## src/rtl/divrem_arb_if.sv

```systemverilog
// Divider-side bus of the divrem arbiter.
// The arbiter holds the master modport: it drives go/num/den and observes
// ready/error/quot/rem. The divider instance holds the slave modport.
interface divrem_arb_if #(
    parameter int WIDTH = 16
);
    logic             div_go;
    logic [WIDTH-1:0] div_num;
    logic [WIDTH-1:0] div_den;
    logic             div_ready;
    logic             div_error;
    logic [WIDTH-1:0] div_quot;
    logic [WIDTH-1:0] div_rem;

    modport master (
        output div_go,
        output div_num,
        output div_den,
        input  div_ready,
        input  div_error,
        input  div_quot,
        input  div_rem
    );

    modport slave (
        input  div_go,
        input  div_num,
        input  div_den,
        output div_ready,
        output div_error,
        output div_quot,
        output div_rem
    );
endinterface

```

## src/rtl/divrem_arb.sv

```systemverilog
// Round-robin scheduler sharing one divrem divider between NREQ requesters.
// A winner's operands are latched and held on the divider bus for the whole
// transaction, so requesters may change their inputs as soon as gnt is seen.
// Results come back with a one-cycle done pulse and then hold until the next
// completion. Only one division is ever outstanding.
module divrem_arb #(
    parameter int NREQ      = 4,
    parameter int WIDTH_LOG = 4
) (
    input  logic                                clk,
    input  logic                                rst_n,
    input  logic [NREQ-1:0]                     req,
    input  logic [NREQ*(1 << WIDTH_LOG)-1:0]    num,
    input  logic [NREQ*(1 << WIDTH_LOG)-1:0]    den,
    output logic [NREQ-1:0]                     gnt,
    output logic [NREQ-1:0]                     done,
    output logic [(1 << WIDTH_LOG)-1:0]         res_quot,
    output logic [(1 << WIDTH_LOG)-1:0]         res_rem,
    output logic                                res_error,
    output logic                                busy,
    divrem_arb_if.master                        div
);

    localparam int WIDTH = 1 << WIDTH_LOG;
    localparam int IW    = (NREQ > 1) ? $clog2(NREQ) : 1;
    localparam logic [NREQ-1:0] ONE_HOT0 = {{(NREQ-1){1'b0}}, 1'b1};
    localparam logic [IW-1:0]   LAST_RST = IW'(NREQ - 1);

    typedef enum logic [1:0] {
        ST_IDLE,
        ST_ISSUE,
        ST_WAIT
    } state_t;

    state_t           state;
    state_t           state_next;
    logic [IW-1:0]    last;
    logic [IW-1:0]    owner;
    logic [IW-1:0]    win_idx;
    logic [IW-1:0]    cand;
    logic             win_found;
    logic             start_txn;
    logic             finish_txn;
    logic [WIDTH-1:0] num_arr [NREQ];
    logic [WIDTH-1:0] den_arr [NREQ];

    // Unpack the per-requester operand slices so they can be picked by index.
    genvar g;
    generate
        for (g = 0; g < NREQ; g++) begin : g_unpack
            assign num_arr[g] = num[g*WIDTH +: WIDTH];
            assign den_arr[g] = den[g*WIDTH +: WIDTH];
        end
    endgenerate

    // Round-robin pick: scan downward so the nearest requester after 'last' wins.
    always_comb begin
        win_found = 1'b0;
        win_idx   = last;
        cand      = '0;
        for (int k = NREQ; k >= 1; k--) begin
            cand = IW'((int'(last) + k) % NREQ);
            if (req[cand]) begin
                win_found = 1'b1;
                win_idx   = cand;
            end
        end
    end

    // State register; reset abandons any transaction in flight.
    always_ff @(posedge clk or negedge rst_n) begin
        if (!rst_n) begin
            state <= ST_IDLE;
        end else begin
            state <= state_next;
        end
    end

    // Next state plus the start/finish strobes that steer the datapath.
    always_comb begin
        state_next = state;
        start_txn  = 1'b0;
        finish_txn = 1'b0;
        case (state)
            ST_IDLE: begin
                // A divider still busy from before an arbiter-only reset
                // keeps ready low, so it is never handed a second go.
                if (win_found && div.div_ready) begin
                    start_txn  = 1'b1;
                    state_next = ST_ISSUE;
                end
            end
            ST_ISSUE: begin
                state_next = ST_WAIT;
            end
            ST_WAIT: begin
                if (div.div_ready) begin
                    finish_txn = 1'b1;
                    state_next = ST_IDLE;
                end
            end
            default: begin
                state_next = ST_IDLE;
            end
        endcase
    end

    assign div.div_go = (state == ST_ISSUE);
    assign busy       = (state != ST_IDLE);

    // Operand latch, grant/done pulses and result capture.
    always_ff @(posedge clk or negedge rst_n) begin
        if (!rst_n) begin
            last        <= LAST_RST;
            owner       <= '0;
            gnt         <= '0;
            done        <= '0;
            res_quot    <= '0;
            res_rem     <= '0;
            res_error   <= 1'b0;
            div.div_num <= '0;
            div.div_den <= '0;
        end else begin
            gnt  <= '0;
            done <= '0;
            if (start_txn) begin
                div.div_num <= num_arr[win_idx];
                div.div_den <= den_arr[win_idx];
                owner       <= win_idx;
                last        <= win_idx;
                gnt         <= ONE_HOT0 << win_idx;
            end
            if (finish_txn) begin
                done      <= ONE_HOT0 << owner;
                res_error <= div.div_error;
                // The divider's quot/rem are meaningless on divide-by-zero.
                res_quot  <= div.div_error ? '0 : div.div_quot;
                res_rem   <= div.div_error ? '0 : div.div_rem;
            end
        end
    end

endmodule

```

## src/flat_wrapper.sv

```systemverilog
// flat-port wrapper written by rule: the top's interface ports become plain ports
module divrem_arb_flat 
#(
    parameter int NREQ      = 4,
    parameter int WIDTH_LOG = 4
)
  (clk, rst_n, req, num, den, gnt, done, res_quot, res_rem, res_error, busy, div_div_go, div_div_num, div_div_den, div_div_ready, div_div_error, div_div_quot, div_div_rem);
  divrem_arb_if #(.WIDTH((1 << WIDTH_LOG))) div_i ();
  input  logic clk;
  input  logic rst_n;
  input  logic [NREQ-1:0] req;
  input  logic [NREQ*(1 << WIDTH_LOG)-1:0] num;
  input  logic [NREQ*(1 << WIDTH_LOG)-1:0] den;
  output logic [NREQ-1:0] gnt;
  output logic [NREQ-1:0] done;
  output logic [(1 << WIDTH_LOG)-1:0] res_quot;
  output logic [(1 << WIDTH_LOG)-1:0] res_rem;
  output logic res_error;
  output logic busy;
  output wire logic [$bits(div_i.div_go)-1:0] div_div_go;
  output wire logic [$bits(div_i.div_num)-1:0] div_div_num;
  output wire logic [$bits(div_i.div_den)-1:0] div_div_den;
  input wire logic [$bits(div_i.div_ready)-1:0] div_div_ready;
  input wire logic [$bits(div_i.div_error)-1:0] div_div_error;
  input wire logic [$bits(div_i.div_quot)-1:0] div_div_quot;
  input wire logic [$bits(div_i.div_rem)-1:0] div_div_rem;
  assign div_div_go = div_i.div_go;
  assign div_div_num = div_i.div_num;
  assign div_div_den = div_i.div_den;
  assign div_i.div_ready = div_div_ready;
  assign div_i.div_error = div_div_error;
  assign div_i.div_quot = div_div_quot;
  assign div_i.div_rem = div_div_rem;
  divrem_arb #(.NREQ(NREQ), .WIDTH_LOG(WIDTH_LOG)) u_core (.clk(clk), .rst_n(rst_n), .req(req), .num(num), .den(den), .gnt(gnt), .done(done), .res_quot(res_quot), .res_rem(res_rem), .res_error(res_error), .busy(busy), .div(div_i));
endmodule
```

## config.mk

```make
export PLATFORM = sky130hd
export DESIGN_NAME = divrem_arb_flat
export DESIGN_NICKNAME = d
export VERILOG_FILES = /design/src/rtl/divrem_arb_if.sv /design/src/rtl/divrem_arb.sv /design/src/flat_wrapper.sv
export SDC_FILE = /design/constraint.sdc
export NUM_CORES = 1
export LEC_CHECK = 0
export BUFFER_PORTS_ARGS = -buffer_cell sky130_fd_sc_hd__buf_2
export CORE_MARGIN = 5
export CORE_UTILIZATION = 45
export CTS_BUF_LIST = sky130_fd_sc_hd__clkbuf_8
export CTS_CLUSTER_DIAMETER = 50
export DETAILED_ROUTE_END_ITERATION = 8
export GPL_ROUTABILITY_DRIVEN = 0
export HOLD_SLACK_MARGIN = 0.03
export PLACE_DENSITY = 0.91
export SYNTH_ARGS = -nofsm -noshare
export SYNTH_HDL_FRONTEND = slang
export SYNTH_SLANG_ARGS = --single-unit
export TNS_END_PERCENT = 100
```

## constraint.sdc

```tcl
create_clock -name clk -period 2.6 [get_ports clk]
set_input_delay 0.52 -clock clk [delete_from_list [all_inputs] [get_ports clk]]
set_output_delay 0.52 -clock clk [all_outputs]
set_load 0.005 [all_outputs]
```

==> run summary <==
status: completed
Num CTS Buffers: 9
CTS tree: built
detailed placement HPWL: 10300 µm
Fin. Hold Viols: 0
Worst VDD drop: 518 µV
Tmin final: 2.23 ns
syn nets: 542
commonest non-fill, non-tap cell in the layout: buf_2
# DRC: 0
# placed instances: 705
nature of the critical path startpoint: register
largest net degree at the start of global routing: 80
fin worst setup slack: 0.367 ns
Sum Neg Setup Slack: 0 ns
fmax: 448 MHz
# H-tree levels: 3
Slew Limit Fails: 0
non-filler instance count after layout: 721
most frequent cells in the layout: 241 x buf_2, 77 x dfrtp_1, 68 x nand2_1
clock tree buffer depth: 2
Core Footprint: 8810 µm²
standard-cell rows: 34
Critical-path top delay cell: dfstp_2
PostCTS Resize Cnt: 0
worst path required time: 2.81 ns
MaxCap Viol Count: 0
Critical Path AT: 2.44 ns
CP cell instances: a22oi_1 > o21ai_4 > buf_12 > mux2i_1 > o221ai_2
WS Path Type: reg2reg
hold buffer count at cts: 0
synthesis-to-layout area growth: 36.0%
post-route ant nets: 0
NumNets Final: 776
CTS sink count: 79
Global Route met3 Usage: 5.50%
final setup skew: 0.0124 ns
GRT Residual Overflow: 0
GR Util met1: 24.9%
WL/cell: 17.9 µm
post-synthesis sequential area ratio: 48.1%
die width: 106 µm
DIE AREA: 11200 µm²
Global Route met2 Usage: 41.4%
PortBufs: 242
Top Usage Layer GRT: met2
Syn Area/Cell: 11.0 µm²
Synth cell types: 33
Slew headroom: 34.9%
Design Power: 5.61 mW
WL final: 12900 µm
via count: 3756
Crit path largest cell delay: 0.62 ns
period utilization: 85.9%
first-pass GRT wire length: 20300 µm
CTS clock-pin slew for the worst setup and hold paths: 0.08 ns
worst slew pin tran: 0.977 ns
dpl ws: 0.287 ns
Final Core Density: 63.6%
crit end category: register
DR pass1 iterations: 4
Starting Density: 46.7%
Leakage: 3.01 nW
layout cell share with drive strength beyond 1: 49.3%
final setup fails: 0
vias per cell: 5.21
Power Density: 1000 nW/µm²
Total GRT Usage: 22.7%
RSZ-0062 raised after global routing: false
Die Y: 106 µm
IO Count: 243
worst skew pair latency: 0.34 ns
cells after synthesis: 374
clock root buffer: clkbuf_8
ANT cells: 0
1st-iter DRT viols: 154
CP max FO: 34
Setup Buffers After CTS: 0
initial antenna violation count: 0
FF+latch count, synth: 79
Synth Cell Area: 4120 µm²
Yosys warning total: 0
vias in the first global route: 4133
Tightest Hold Check Type: in2async
[path summary, 6_finish.rpt]
path / startpoint / to / slack [ns] / cells after the start
worst min register to register: u_core.res_rem[8] / u_core.res_rem[8] / 0.48 / 2
worst max-delay path: u_core.last[1] / u_core.div.div_num[2] / 0.37 / 5
max in group asynchronous: rst_n / u_core.res_quot[11] / 1.63 / 1
worst max register to register: u_core.last[1] / u_core.div.div_num[2] / 0.37 / 5
worst min-delay path: rst_n / u_core.div.div_den[2] / 0.34 / 1
min in group clk: div_div_rem[2] / u_core.res_rem[2] / 0.44 / 3
[area by class of cell]
cell class / count / area [µm²]
Clock buffer: 9 / 124
Clock inverter: 7 / 65.1
Fill cell: 714 / 3210
Inverter: 5 / 21.3
Multi-Input combinational cell: 263 / 1960
Sequential cell: 79 / 1980
Tap cell: 108 / 135
Timing Repair Buffer: 250 / 1310
[state kept, by name, summed over array words and instances (netlist names)]
register and cells:
u_core.res_rem 16, u_core.state 2, u_core.div.div_den 16, u_core.done 4
u_core.owner 2, u_core.last 2, u_core.gnt 4, u_core.res_error 1
u_core.div.div_num 16, u_core.res_quot 16
[kinds of logic (layout without fill, tap and decap cells)]
family | after synthesis | after routing | synth area share (%)
AND/OR/NAND/NOR | 124 | 124 | 14.5
flip-flops | 79 | 79 | 48.1
AO/OA/AOI/OAI | 74 | 74 | 17.2
multiplexers | 65 | 65 | 15.8
buffers and inverters | 32 | 271 | 4.41
[routing by layer]
layer	share of wire, %	wire length (µm)
met5	0	0
met4	3.4	437
met3	6.9	893
met2	54	6950
met1	36	4590
[report_power, final]
group          switching [mW]  internal, mW  leakage, nW
clock network           0.448         0.438        0.100
registers               0.325          1.77         1.01
logic                    1.39          1.25         1.91
[worst max-delay path: cells and delay by family, from the launching register on]
family,cells,cell delay (ns)
muxes,1,0.31
AOI/OAI and AO/OA,3,0.84
buffers and inverters,1,0.33
DFF,1,0.62
[cells in the mapped netlist, drive strengths merged]
cell type  number  area share [%]
nand2b         33             5.0
nand3b          1            0.18
a21oi           2            0.24
dfstp           2             1.3
nand2          70             6.6
a211o           1            0.21
dfrtp          77              47
inv             5            0.52
clkbuf         13             1.2
nor3            1            0.12
mux2i          65              16
or2             3            0.46
nor3b           3            0.67
and3            3            0.46
a22o            1            0.21
a211oi          1            0.30
a22oi           1            0.18
nor2            9            0.82
o311ai          1            0.64
nor2b           1            0.15
buf            14             2.7
o21ai          33             4.1
o21a            2            0.36
o221ai         32              11
[stage by stage]
stage,cell area (µm²),hold WS [ns]
after floorplan,4120,0.224
after global placement,5410,0.459
after detailed placement,5410,0.466
after CTS,5600,0.374
after global routing,5600,0.426
final,5600,0.342
No activity file was read; power rests on OpenSTA's default activity.
